**config.mk**
```make
export PLATFORM = sky130hd
export DESIGN_NAME = pdm_pcm_packer
export DESIGN_NICKNAME = d
export VERILOG_FILES = /design/src/rtl/pdm_pcm_packer.sv
export SDC_FILE = /design/constraint.sdc
export NUM_CORES = 1
export LEC_CHECK = 0
export ABC_AREA = 1
export BUFFER_PORTS_ARGS = -buffer_cell sky130_fd_sc_hd__buf_2
export CAP_MARGIN = 5
export CELL_PAD_IN_SITES_DETAIL_PLACEMENT = 1
export CELL_PAD_IN_SITES_GLOBAL_PLACEMENT = 2
export CORE_ASPECT_RATIO = 0.75
export CORE_MARGIN = 2
export CORE_UTILIZATION = 32
export CTS_CLUSTER_SIZE = 30
export DETAILED_ROUTE_END_ITERATION = 8
export PLACE_DENSITY = 0.79
export SLEW_MARGIN = 25
export SYNTH_ARGS = -nofsm -noshare
export SYNTH_HDL_FRONTEND = slang
export SYNTH_SLANG_ARGS = --single-unit
```
**constraint.sdc**
```tcl
create_clock -name clk_i -period 2.6 [get_ports clk_i]
set_clock_uncertainty 0.1 [all_clocks]
set_input_delay 0.13 -clock clk_i [delete_from_list [all_inputs] [get_ports clk_i]]
set_output_delay 0.13 -clock clk_i [all_outputs]
set_load 0.01 [all_outputs]
```
**src/rtl/pdm_pcm_packer.sv**
```systemverilog
// PDM PCM packer: tags 16-bit PCM samples with their channel index, sign-extends
// or pairs them into 32-bit words, and buffers the words in a small FIFO that
// drops new words (sticky overflow) when full, since the PDM path cannot stall.
module pdm_pcm_packer #(
    parameter int unsigned FIFO_DEPTH = 4
) (
    input  logic                          clk_i,
    input  logic                          rstn_i,
    input  logic                          cfg_en_i,
    input  logic [1:0]                    cfg_ch_mode_i,
    input  logic                          cfg_pack_i,
    input  logic                          clr_ovf_i,
    input  logic [15:0]                   pcm_data_i,
    input  logic                          pcm_valid_i,
    output logic [31:0]                   data_o,
    output logic [1:0]                    ch_o,
    output logic                          data_valid_o,
    input  logic                          data_ready_i,
    output logic [$clog2(FIFO_DEPTH):0]   fill_o,
    output logic                          ovf_o
);

    localparam int unsigned AW = $clog2(FIFO_DEPTH);
    localparam int unsigned CW = AW + 1;

    typedef struct packed {
        logic [1:0]  ch;
        logic [31:0] data;
    } entry_t;

    typedef enum logic {ST_LOW, ST_HIGH} half_state_e;

    half_state_e    state_q, state_d;
    logic [15:0]    half_q, half_d;
    logic [1:0]     tag_q, tag_d;
    logic [1:0]     ch_q, ch_d;
    entry_t         mem_q [FIFO_DEPTH];
    entry_t         mem_d [FIFO_DEPTH];
    logic [AW-1:0]  rd_q, rd_d;
    logic [AW-1:0]  wr_q, wr_d;
    logic [CW-1:0]  cnt_d;
    logic           ovf_d;
    logic [1:0]     ch_max;
    logic           push, pop, push_ok;
    entry_t         word;
    entry_t         head_d;

    // Highest channel index for the configured channel count
    always_comb begin
        ch_max = 2'd0;
        case (cfg_ch_mode_i)
            2'b00:   ch_max = 2'd0;
            2'b01:   ch_max = 2'd1;
            2'b10:   ch_max = 2'd1;
            default: ch_max = 2'd3;
        endcase
    end

    // Half-word FSM state register
    always_ff @(posedge clk_i or negedge rstn_i) begin
        if (!rstn_i) state_q <= ST_LOW;
        else         state_q <= state_d;
    end

    // Next-state: channel counter, half FSM, FIFO pointers, overflow
    always_comb begin
        state_d = state_q;
        half_d  = half_q;
        tag_d   = tag_q;
        ch_d    = ch_q;
        mem_d   = mem_q;
        rd_d    = rd_q;
        wr_d    = wr_q;
        cnt_d   = fill_o;
        ovf_d   = ovf_o;
        push    = 1'b0;
        pop     = 1'b0;
        push_ok = 1'b0;
        word    = '0;

        if (clr_ovf_i) ovf_d = 1'b0;

        if (!cfg_en_i) begin
            state_d = ST_LOW;
            half_d  = '0;
            tag_d   = '0;
            ch_d    = '0;
            rd_d    = '0;
            wr_d    = '0;
            cnt_d   = '0;
        end else begin
            pop = (fill_o != '0) && data_ready_i;
            if (pcm_valid_i) begin
                // Wrap also catches an out-of-range count after an illegal mode change
                ch_d = (ch_q >= ch_max) ? 2'd0 : ch_q + 2'd1;
                if (!cfg_pack_i) begin
                    push      = 1'b1;
                    word.ch   = ch_q;
                    word.data = {{16{pcm_data_i[15]}}, pcm_data_i};
                end else if (state_q == ST_LOW) begin
                    half_d  = pcm_data_i;
                    tag_d   = ch_q;
                    state_d = ST_HIGH;
                end else begin
                    push      = 1'b1;
                    word.ch   = tag_q;
                    word.data = {pcm_data_i, half_q};
                    state_d   = ST_LOW;
                end
            end
            if (pop) rd_d = rd_q + AW'(1);
            if (push) begin
                if ((fill_o != CW'(FIFO_DEPTH)) || pop) begin
                    push_ok     = 1'b1;
                    mem_d[wr_q] = word;
                    wr_d        = wr_q + AW'(1);
                end else begin
                    ovf_d = 1'b1;
                end
            end
            cnt_d = fill_o + CW'(push_ok) - CW'(pop);
        end
        head_d = mem_d[rd_d];
    end

    // Datapath and registered outputs; head word forced to zero when empty
    always_ff @(posedge clk_i or negedge rstn_i) begin
        if (!rstn_i) begin
            half_q       <= '0;
            tag_q        <= '0;
            ch_q         <= '0;
            rd_q         <= '0;
            wr_q         <= '0;
            for (int i = 0; i < int'(FIFO_DEPTH); i++) mem_q[i] <= '0;
            fill_o       <= '0;
            ovf_o        <= 1'b0;
            data_valid_o <= 1'b0;
            data_o       <= '0;
            ch_o         <= '0;
        end else begin
            half_q       <= half_d;
            tag_q        <= tag_d;
            ch_q         <= ch_d;
            rd_q         <= rd_d;
            wr_q         <= wr_d;
            mem_q        <= mem_d;
            fill_o       <= cnt_d;
            ovf_o        <= ovf_d;
            data_valid_o <= (cnt_d != '0);
            data_o       <= (cnt_d != '0) ? head_d.data : 32'd0;
            ch_o         <= (cnt_d != '0) ? head_d.ch   : 2'd0;
        end
    end

endmodule

```
# Word level (Yosys, flattened, before mapping)
# Cells that the tools add are included.
# op_classes
add_sub_neg	5
magnitude_cmp	4
n_eq_ne	8
n_mux	48
bitwise	2
n_reduce_logical	10
# op_table
op	count
2-to-1 mux 136 bit	3
2-to-1 mux 34 bit	7
bitwise mux 136 bit	1
binary-select mux 34 bit (select 2 bit)	1
demux 34 bit (select 2 bit)	1
2-to-1 mux 16 bit	4
2-to-1 mux 32 bit	1
2-to-1 mux 2 bit	13
2-to-1 mux 1 bit	15
inequality test 2 x 1 -> 1 bit (second input constant)	4
adder 2 x 1 -> 2 bit (second input constant)	3
greater-or-equal comparator 3 bit (second input constant)	2
NOT 2 -> 3 bit	2
nonzero test 3 bit	2
one-hot mux 2 bit (2 select lines)	1
AND reduction 2 bit	2
adder 3 x 1 -> 3 bit	1
< comparator 3 x 1 -> 1 bit (second input constant)	1
2-to-1 mux 3 bit	1
inequality test 3 bit (second input constant)	1
AND reduction 3 bit	1
subtractor 3 x 1 -> 3 bit	1
== test 2 x 1 -> 1 bit (second input constant)	1
== test 2 bit (second input constant)	1
other kinds (6)	7
# totals
reg_bits	200
inputBits	25
output_inout_bits	39

# Depth between registers and ports, before layout
# Gate-level depths: netlist of run 1.
# depth
depth_word	13
depth_mapped	16
mapped_depth_nobuf	14

# Least setup slack after synthesis of run 1
# No wires, ideal clock.
# synth_timing
path_type	register to register
startpoint	register fill_o[1]
endpoint	register data_o[10]
arrival_time_ns	2.646
t_required_ns	2.383
path_slack_ns	-0.262
stages_incl_launch_ff	16
period_less_slack_ns	2.862
path_cell_list	dfrtp_1 > nor2_4 > nand2_2 > buf_4 > nand2_1 > ha_1 > inv_1 > ha_1 > inv_1 > fa_1 > or2_2 > nand3_1 > nand2_1 > clkbuf_1 > nand2_1 > nor2_1
# synth_via
elab_chain_len	11
# synth_rtl
item	line_no	text
from (decl)	19	output logic [$clog2(FIFO_DEPTH):0] fill_o,
from (signal assigned)	147	fill_o <= cnt_d;
nonzero test 3 bit	92	pop = (fill_o != '0) && data_ready_i;
logical AND 1 bit	92	
logical OR 1 bit	113	if ((fill_o != CW'(FIFO_DEPTH)) || pop) begin
2-to-1 mux 1 bit	113	
2-to-1 mux 1 bit	112	if (push) begin
2-to-1 mux 1 bit	83	if (!cfg_en_i) begin
adder 3 x 1 -> 3 bit	121	cnt_d = fill_o + CW'(push_ok) - CW'(pop);
subtractor 3 x 1 -> 3 bit	121	
2-to-1 mux 3 bit	83	
nonzero test 3 bit	150	data_o <= (cnt_d != '0) ? head_d.data : 32'd0;
2-to-1 mux 32 bit *	150	
to (signal assigned)	150	
to (decl)	15	output logic [31:0] data_o,
# Mark *: on every way between the ends. The rest lies on a longest branch, timed or not. The select of a mux whose other input is x is not followed.
# A chain may end at the register's enable or synchronous reset.

# Worst setup path after layout of run 1
# layout_timing
startpoint	register fill_o[0]
endpoint	register data_o[3]
# layout_via
elab_chain_len	11
# layout_rtl
item	line_no	text
nonzero test 3 bit	92	
logical AND 1 bit	92	
logical OR 1 bit	113	
2-to-1 mux 1 bit	113	
2-to-1 mux 1 bit	112	
2-to-1 mux 1 bit	83	
adder 3 x 1 -> 3 bit	121	
subtractor 3 x 1 -> 3 bit *	121	
2-to-1 mux 3 bit *	83	
named net cnt_d[1]	41	logic [CW-1:0] cnt_d;
nonzero test 3 bit *	150	
2-to-1 mux 32 bit *	150	
# Mark *: on every way through the listed nets, which the timed path passes. The rest lies on a longest branch. The select of a mux whose other input is x is not followed.

==> out/results.ini, run 1 <==
[worst_setup_path]
reg2reg_to=data_o[3]
startpoint_type=flop
crit_family=adder cells
criticalPathCategory=reg2reg
cp-end-kind=flop
worst_r2r_path_depth=15
critPathSlowestCell=fa_2
r2r_start=fill_o[0]
cp_data_required_time_ns=2.85
critPathArrivalTime_ns=2.89
cp.depth=15
cp_max_fo=8
path_cells=nor2_4 > nand2_2 > nand2_2 > inv_2 > ha_4 > inv_4 > ha_4 > inv_2 > fa_2 > nor2_2 > nor2_2 > nand2_4 > buf_16 > nand2_2 > nor2_1
max_stage_delay_ns=0.53
cp_num_buf_inv=4
r2r_slack_ns=-0.04
cp_common_cell=nand2_2

[sta]
relSlewSlack_pct=58.5
setup_viol=32
rsz0062_at_grt=yes
worst_pin_slew_ns=0.623
timing.final.crit_share_pct=102
slew_viol_final=0
min_period_ns=2.64
fmax_ghz=0.378
holdWs_ns=0.0414
finalHoldViolCount=0
final.setup.worst_slack_ns=-0.0441

[power_and_ir_drop]
p_leak_nw=6.62
max-vdd-ir-drop_uv=471
p_total_mw=13.5
powerDensity_mw_per_mm2=1100

[clocking]
clk_path_buf_depth=2
cts_buffers=17
cts_tree=built
worstSkewPairLatency_ns=0.46
path_clk_slew_ns=0.08
htreeDepth=4
root_buffer=clkbuf_16
clock_sinks=200

[logic_synthesis]
synth_top_family_by_area=simple AND/OR/NAND/NOR gates
synth_area_mm2=0.0103
yosys.area.top_type=dfrtp_1
synth-xor-area-share_pct=0.170
synth.net_count=1412
synth_ff_type=dfrtp_1
async_flop_share_pct=100
yosysMostFrequentCell=nand2_1
synth_compound_area_share_pct=4.03
synth.top_cells.by_count=416 x nand2_1, 210 x nand3_1, 200 x dfrtp_1
synth_area_leaders=dfrtp_1 49%, nand2_1 15%, nand3_1 10%
yosysSeqAreaShare_pct=48.5
synth_area_per_cell_um2=7.49
synthDistinctLibCells=33
yosys.area_share.simple_pct=35.5
ys_ff_latch=200
yosys.area_share.adder_pct=1.16
muxShareOfSynthArea_pct=0
yosys.area.top_type_share_pct=48.5
syn_inst=1378
synth_edf_count=0
yosysWarningCount=0

[die]
initial_core_util_pct=32.7
rows=56
die_area_mm2=0.0337
dieHeight_um=160
core-area_mm2=0.0315
num_io_pins=64
die_w_um=211

[grt]
grt-ovfl-total=0
antenna_found_initial=1
grt_pass1_wl_mm=55.1
grt_usage_pct=21.4
grt_pass1_vias=9453
grt_max_degree=69

[final_layout]
fin_nets=1492
n_antenna_cell=0
area_growth_pct=19.2
postLayoutCellArea_mm2=0.0123
final_util_pct=39.0
drive_gt1_share_pct=15.0

[place]
routabilityCongestion=0.798
placed_area_mm2=0.0113
io_buffer_count=63
hpwl_mm=22.7
post-place-ws_ns=-0.0605

[routing]
vias_per_cell=4.83
met3_length_mm=1.29
ant_nets=0
dr.pass1.iters=4
met2RoutedLength_mm=15.2
wl_met1_mm=17.8
drc_errors=0
wl_per_cell_um=18.4
via_count=9068
topRoutingLayerUsed=met5
drtIter0Drc=575
wl_mm=34.5

[worst_hold_path]
hold_class=in2reg
hold_end=ch_q[0]
worstHoldStart=cfg_ch_mode_i[0]
whs_path_depth=6

[outcome]
status=complete, but fails checks
violations=negative setup slack

[flow_run]
cap_violations=0

## cell usage in the layout, fill, tap and decap left out, drive strengths merged, types with 8 or more instances in the layout
cell,netlist,routed
o21ai,47,47
dfrtp,200,200
nor2,124,124
and2,63,63
dlygate4sd3,0,18
clkbuf,14,25
ha,8,8
a21oi,10,10
nand2,422,422
nand3,215,215
o21a,9,9
buf,59,116
inv,189,190
## timing repair
item / CTS / global route
setup endpoints to repair: 32 / 32
gates resized for setup: 12 / 33
setup buffers: 2 / 2
pin swaps: 6 / 18
hold endpoints to repair: 82 / 0
hold buffers: 18 / 0
gates cloned: 1 / 0
## flip-flops by register name (all words and copies together), names as in the netlist
name          count
mem_q           136
data_o           32
half_q           16
fill_o            3
ch_o              2
ch_q              2
rd_q              2
tag_q             2
wr_q              2
data_valid_o      1
ovf_o             1
state_q           1
## report_power, final
| part | switching, mW | internal, mW |
|---|---|---|
| Clock | 1.25 | 1.59 |
| Sequential | 0.391 | 4.36 |
| Combinational | 3.61 | 2.27 |
| Total | 5.26 | 8.23 |
## metrics by stage
step | TNS [ns] | instances
after floorplan | 0 | 1378
after global placement | 0 | 1822
after detailed placement | -1.29 | 1822
after CTS | -0.0451 | 1875
after global routing | -4.47 | 1877
final | -1.04 | 1877
## final cells by class
| type | instances | area [um2] |
|---|---|---|
| Clock inverter | 7 | 116 |
| Fill cell | 3905 | 19200 |
| Clock buffer | 25 | 485 |
| Tap cell | 406 | 508 |
| Inverter | 189 | 717 |
| Sequential cell | 200 | 5010 |
| Timing Repair Buffer | 134 | 1040 |
| Multi-Input combinational cell | 916 | 4420 |
## logic make-up (layout without fill, tap and decap cells)
logic type               after synthesis  after routing
AND/OR/NAND/NOR                      831            831
buffers and inverters                262            355
flip-flops                           200            200
AO/OA/AOI/OAI                         74             74
adder cells (fa/ha/maj)                9              9
XOR/XNOR                               2              2
## worst reg2reg max path, delay by kind of cell, from the launching register on
kind	cells	cell delay [ns]
flops	1	0.43
fa+ha+maj	3	0.86
simple gates	8	0.79
buf+inv	4	0.36
## worst max path at each step
stage,start,endpoint,slack [ns]
after CTS,fill_o[1],data_o[12],-0.01
after global routing,fill_o[0],data_o[23],-0.15
after detailed placement,fill_o[0],data_o[22],-0.06
after floorplan,fill_o[1],data_o[10],0.0009
final,fill_o[0],data_o[3],-0.04
after global placement,fill_o[0],data_o[4],0.01
## layer usage
layer,global-route usage [%],vias to the layer above
li1,-,4387
met1,32.0,4512
met2,32.2,148
met3,3.85,19
met4,4.13,2
met5,0,-
Note: power is estimated with default switching activity, not from simulation.
==> inputs of run 2 (changes only) <==
Settings changed: BUFFER_PORTS_ARGS -buffer_cell sky130_fd_sc_hd__buf_2 to not set, CORE_UTILIZATION 32 to 34, DONT_BUFFER_PORTS set to 1, PLACE_DENSITY 0.79 to 0.8.
==> out/results.ini, run 2 (same netlist as run 1, synthesis figures left out) <==
[worst_setup_path]
max_stage_delay_ns=0.55
cp_max_fo=6
path_cells=nor2_4 > nand2_2 > nand2_2 > inv_2 > ha_4 > inv_4 > ha_4 > inv_2 > fa_2 > nor2_4 > nor2_4 > nand2_8 > buf_12 > nand2_2 > nor2_2
startpoint=fill_o[1]
cp_data_required_time_ns=2.84
worst_r2r_path_depth=15
r2r_slack_ns=-0.007
startpoint_type=flop
r2r_start=fill_o[1]
critPathSlowestCell=fa_2
reg2reg_to=data_o[13]
criticalPathCategory=reg2reg
cp-end-kind=flop
critPathArrivalTime_ns=2.84
endpoint=data_o[13]

[sta]
holdWs_ns=-0.735
setup_viol=4
final.setup.worst_slack_ns=-0.00726
relSlewSlack_pct=36.5
rsz0062_at_grt=yes
worst_pin_slew_ns=0.949
slew_viol_final=0
timing.final.crit_share_pct=100
min_period_ns=2.61
finalHoldViolCount=200
fmax_ghz=0.384

[power_and_ir_drop]
powerDensity_mw_per_mm2=1110
max-vdd-ir-drop_uv=601
p_leak_nw=6.37

[routing]
dr.pass1.iters=5
met2RoutedLength_mm=15.0
via_count=9004
wl_met1_mm=18.0
vias_per_cell=4.96
topRoutingLayerUsed=met4
wl_mm=34.9
drtIter0Drc=562
drc_errors=0
met3_length_mm=1.56
ant_nets=0
wl_per_cell_um=19.2

[final_layout]
layout_commonest_cell=nand2_1
top_regs=mem_q (136), data_o (32), half_q (16)
top_register=mem_q
n_antenna_cell=0
final_cell_mix=386 x nand2_1, 209 x nand3_1, 198 x dfrtp_1
postLayoutCellArea_mm2=0.0121
largest_register_ffs=136
area_growth_pct=17.6
fin_nets=1437
final_util_pct=40.4
drive_gt1_share_pct=10.9

[place]
routabilityCongestion=0.801
hpwl_mm=21.3
placed_area_mm2=0.0109
io_buffer_count=0
post-place-ws_ns=0.00838

[flow_run]
cap_violations=0

[clocking]
root_buffer=clkbuf_16
cts_buffers=17
clock_sinks=200
cts_tree=built
path_clk_slew_ns=0.08
htreeDepth=4
ctsHoldBuffers=34
worstSkewPairLatency_ns=0.45
clk_path_buf_depth=2

[die]
die_w_um=205
die_area_mm2=0.0318
rows=55
dieHeight_um=155
core-area_mm2=0.0300
initial_core_util_pct=34.4
num_io_pins=64

[worst_hold_path]
hold_class=in2async

[grt]
grt_pass1_wl_mm=54.3
antenna_found_initial=0
grt-ovfl-total=0
grt_max_degree=201
grt_usage_pct=22.5
grt_pass1_vias=9340

[outcome]
status=complete, but fails checks
violations=negative hold slack, negative setup slack

run 2: power breakdown:
| part | switching (mW) | leakage [nW] | total, mW | internal [mW] |
|---|---|---|---|---|
| combinational | 3.50 | 3.64 | 5.75 | 2.26 |
| clock | 1.29 | 0.272 | 2.81 | 1.51 |
| sequential | 0.536 | 2.45 | 4.90 | 4.36 |
| total | 5.33 | 6.37 | 13.5 | 8.13 |
run 2: how the worst min path moves through the flow:
stage            from         end  slack, ns
6_report       rstn_i   data_o[8]      -0.74
5_1_grt        rstn_i   data_o[8]      -0.76
4_1_cts        rstn_i  mem_q[110]      -0.75
3_5_place_dp   rstn_i  mem_q[110]      -0.26
3_3_place_gp   rstn_i   data_o[8]      -0.26
2_1_floorplan  rstn_i     ch_o[0]      -0.27
run 2: worst max-delay path: cells and delay by family, from the launching register on:
kind,cells,cell delay (ns)
fa+ha+maj,3,0.88
simple gates,8,0.74
flops,1,0.43
buf+inv,4,0.31
run 2: area by class of cell:
class	instances	area, um2
fillers	3684	17900
flip-flops and latches	200	5010
multi-input cells	916	4460
repair buffers	79	860
inverters	189	719
well taps	399	499
clock buffers	20	437
clock inverters	12	151
run 2: per-layer routing:
metal | GRT usage [%] | vias up
li1 | - | 4281
met1 | 33.6 | 4513
met2 | 33.9 | 182
met3 | 4.19 | 28
met4 | 4.21 | 0
met5 | 0 | -
run 2: per-stage QoR:
step / power (mW) / setup TNS (ns) / std cells
finish: 13.5 / -0.0186 / 1815
global route: 14.4 / -2.39 / 1815
CTS: 12.8 / 0 / 1808
detailed placement: 9.88 / 0 / 1742
global placement: 9.68 / 0 / 1742
floorplan: 8.42 / 0 / 1378
run 2: timing repair:
action / CTS / global route
buffers inserted: 0 / 3
endpoints found under the setup margin: 3 / 34
pin swaps: 1 / 22
gates cloned: 0 / 4
endpoints found under the hold margin: 288 / 200
gates resized for setup: 0 / 49
==> inputs of run 3 (changes only) <==
Settings changed: CORE_UTILIZATION 34 to 30, PLACE_DENSITY 0.8 to 0.75.
==> out/results.ini, run 3 (same netlist as run 1, synthesis figures left out) <==
[power_and_ir_drop]
p_leak_nw=6.47
max-vdd-ir-drop_uv=505
powerDensity_mw_per_mm2=1100

[final_layout]
largest_register_ffs=136
final_cell_mix=383 x nand2_1, 209 x nand3_1, 198 x dfrtp_1
top_regs=mem_q (136), data_o (32), half_q (16)
area_growth_pct=20.9
multi_input_area_mm2=0.00450
n_antenna_cell=0
drive_gt1_share_pct=11.3
nFillCells=4137
layout_commonest_cell=nand2_1
regArea_mm2=0.00501
final_cell_count_no_fill=1880
fin_nets=1451
top_register=mem_q

[grt]
gr-usage-met1_pct=30.2
grt_pass1_wl_mm=55.9
grt-busiest-layer=met1
grt-ovfl-total=0
grt_usage_pct=20.8
grtUsageMet2_pct=30.1
grtUsageMet3_pct=5.47
grt_max_degree=201
grt_pass1_vias=9197
antenna_found_initial=0

[worst_setup_path]
cp_data_required_time_ns=2.86
startpoint_type=flop
reg2reg_to=data_o[27]
critPathArrivalTime_ns=2.84
startpoint=fill_o[0]
worst_r2r_path_depth=15
cp_max_fo=7
r2r_start=fill_o[0]
criticalPathCategory=reg2reg
cp-end-kind=flop
r2r_slack_ns=0.01

[place]
dp_cells=1787
io_buffer_count=0
hpwl_mm=21.8
routabilityCongestion=0.804

[die]
dieHeight_um=165
core-area_mm2=0.0337
num_io_pins=64
die_area_mm2=0.0359
rows=58
die_w_um=218
initial_core_util_pct=30.6

[routing]
wl_per_cell_um=19.0
drc_errors=0
drtIter0Drc=601
dr.pass1.iters=5
vias_per_cell=4.82
ant_nets=0
wl_mm=35.6
via_count=9056

[clocking]
cts_buffers=17
clk_path_buf_depth=2
ctsHoldBuffers=53
root_buffer=clkbuf_16
path_clk_slew_ns=0.08
worstSkewPairLatency_ns=0.46
clock_sinks=200
cts_tree=built
htreeDepth=4

[sta]
holdWs_ns=-0.733
fmax_ghz=0.387
rsz0062_at_grt=yes
slew_viol_final=0
min_period_ns=2.59
finalHoldViolCount=200
setup_viol=0
worst_pin_slew_ns=0.632
relSlewSlack_pct=57.9
timing.final.crit_share_pct=99.4

[outcome]
status=complete, but fails checks
violations=negative hold slack

[worst_hold_path]
hold_class=in2async

[flow_run]
cap_violations=0

[run 3: where the power goes]
part / internal (mW) / total [mW] / switching, mW / leakage, nW
sequential: 4.36 / 4.91 / 0.551 / 2.45
combinational: 2.39 / 5.93 / 3.54 / 3.72
clock: 1.60 / 2.89 / 1.29 / 0.301
[run 3: how the worst max path moves through the flow]
stage | endpoint | slack [ns] | cells after the start
2_1_floorplan | data_o[10] | 0.0009 | 15
3_3_place_gp | data_o[27] | 0.07 | 15
3_5_place_dp | data_o[20] | -0.02 | 15
5_1_grt | data_o[0] | -0.10 | 15
4_1_cts | data_o[4] | 0.002 | 11
6_report | data_o[27] | 0.01 | 15
[run 3: critical path, stage by stage, from the launching register on]
cell	delay, ns
dfrtp_2	0.43
nor2_4	0.14
nand2_2	0.07
nand2_2	0.07
inv_2	0.05
ha_4	0.21
inv_4	0.05
ha_4	0.11
inv_2	0.03
fa_2	0.54
nor2_4	0.05
nor2_4	0.16
nand2_8	0.14
clkbuf_16	0.20
nand2_2	0.07
nor2_2	0.03
[run 3: final cells by class]
class                           count  share of cell area, %
Clock inverter                     10                   1.14
Timing Repair Buffer               93                   8.54
Multi-Input combinational cell    916                   36.1
Sequential cell                   200                   40.2
Inverter                          189                   5.75
Tap cell                          450                   4.51
Clock buffer                       22                   3.80
[run 3: per-layer routing]
layer  up-vias  routed length (um)
met5         -                   0
met4         0                 457
met3        23                2130
met2       185               15100
met1      4533               18000
li1       4315                   -
[run 3: what timing repair did]
item / CTS / global route
hold endpoints to repair: 293 / 200
endpoints found under the setup margin: 26 / 34
setup buffers: 4 / 1
gates resized for setup: 10 / 57
cloned: 2 / 2
pin swaps: 9 / 22
[run 3: stage by stage]
stage | total power, mW | setup WS (ns) | util [%] | cell area (um2) | TNS [ns]
after floorplan | 8.42 | 0.000941 | - | 10400 | 0
after global placement | 9.69 | 0.0727 | 32.6 | 11000 | 0
after detailed placement | 9.86 | -0.0183 | 32.6 | 11000 | -0.0870
after CTS | 13.3 | 0.00245 | 36.3 | 12200 | 0
after global routing | 14.8 | -0.104 | 37.0 | 12500 | -2.83
final | 13.7 | 0.0149 | 37.0 | 12500 | 0
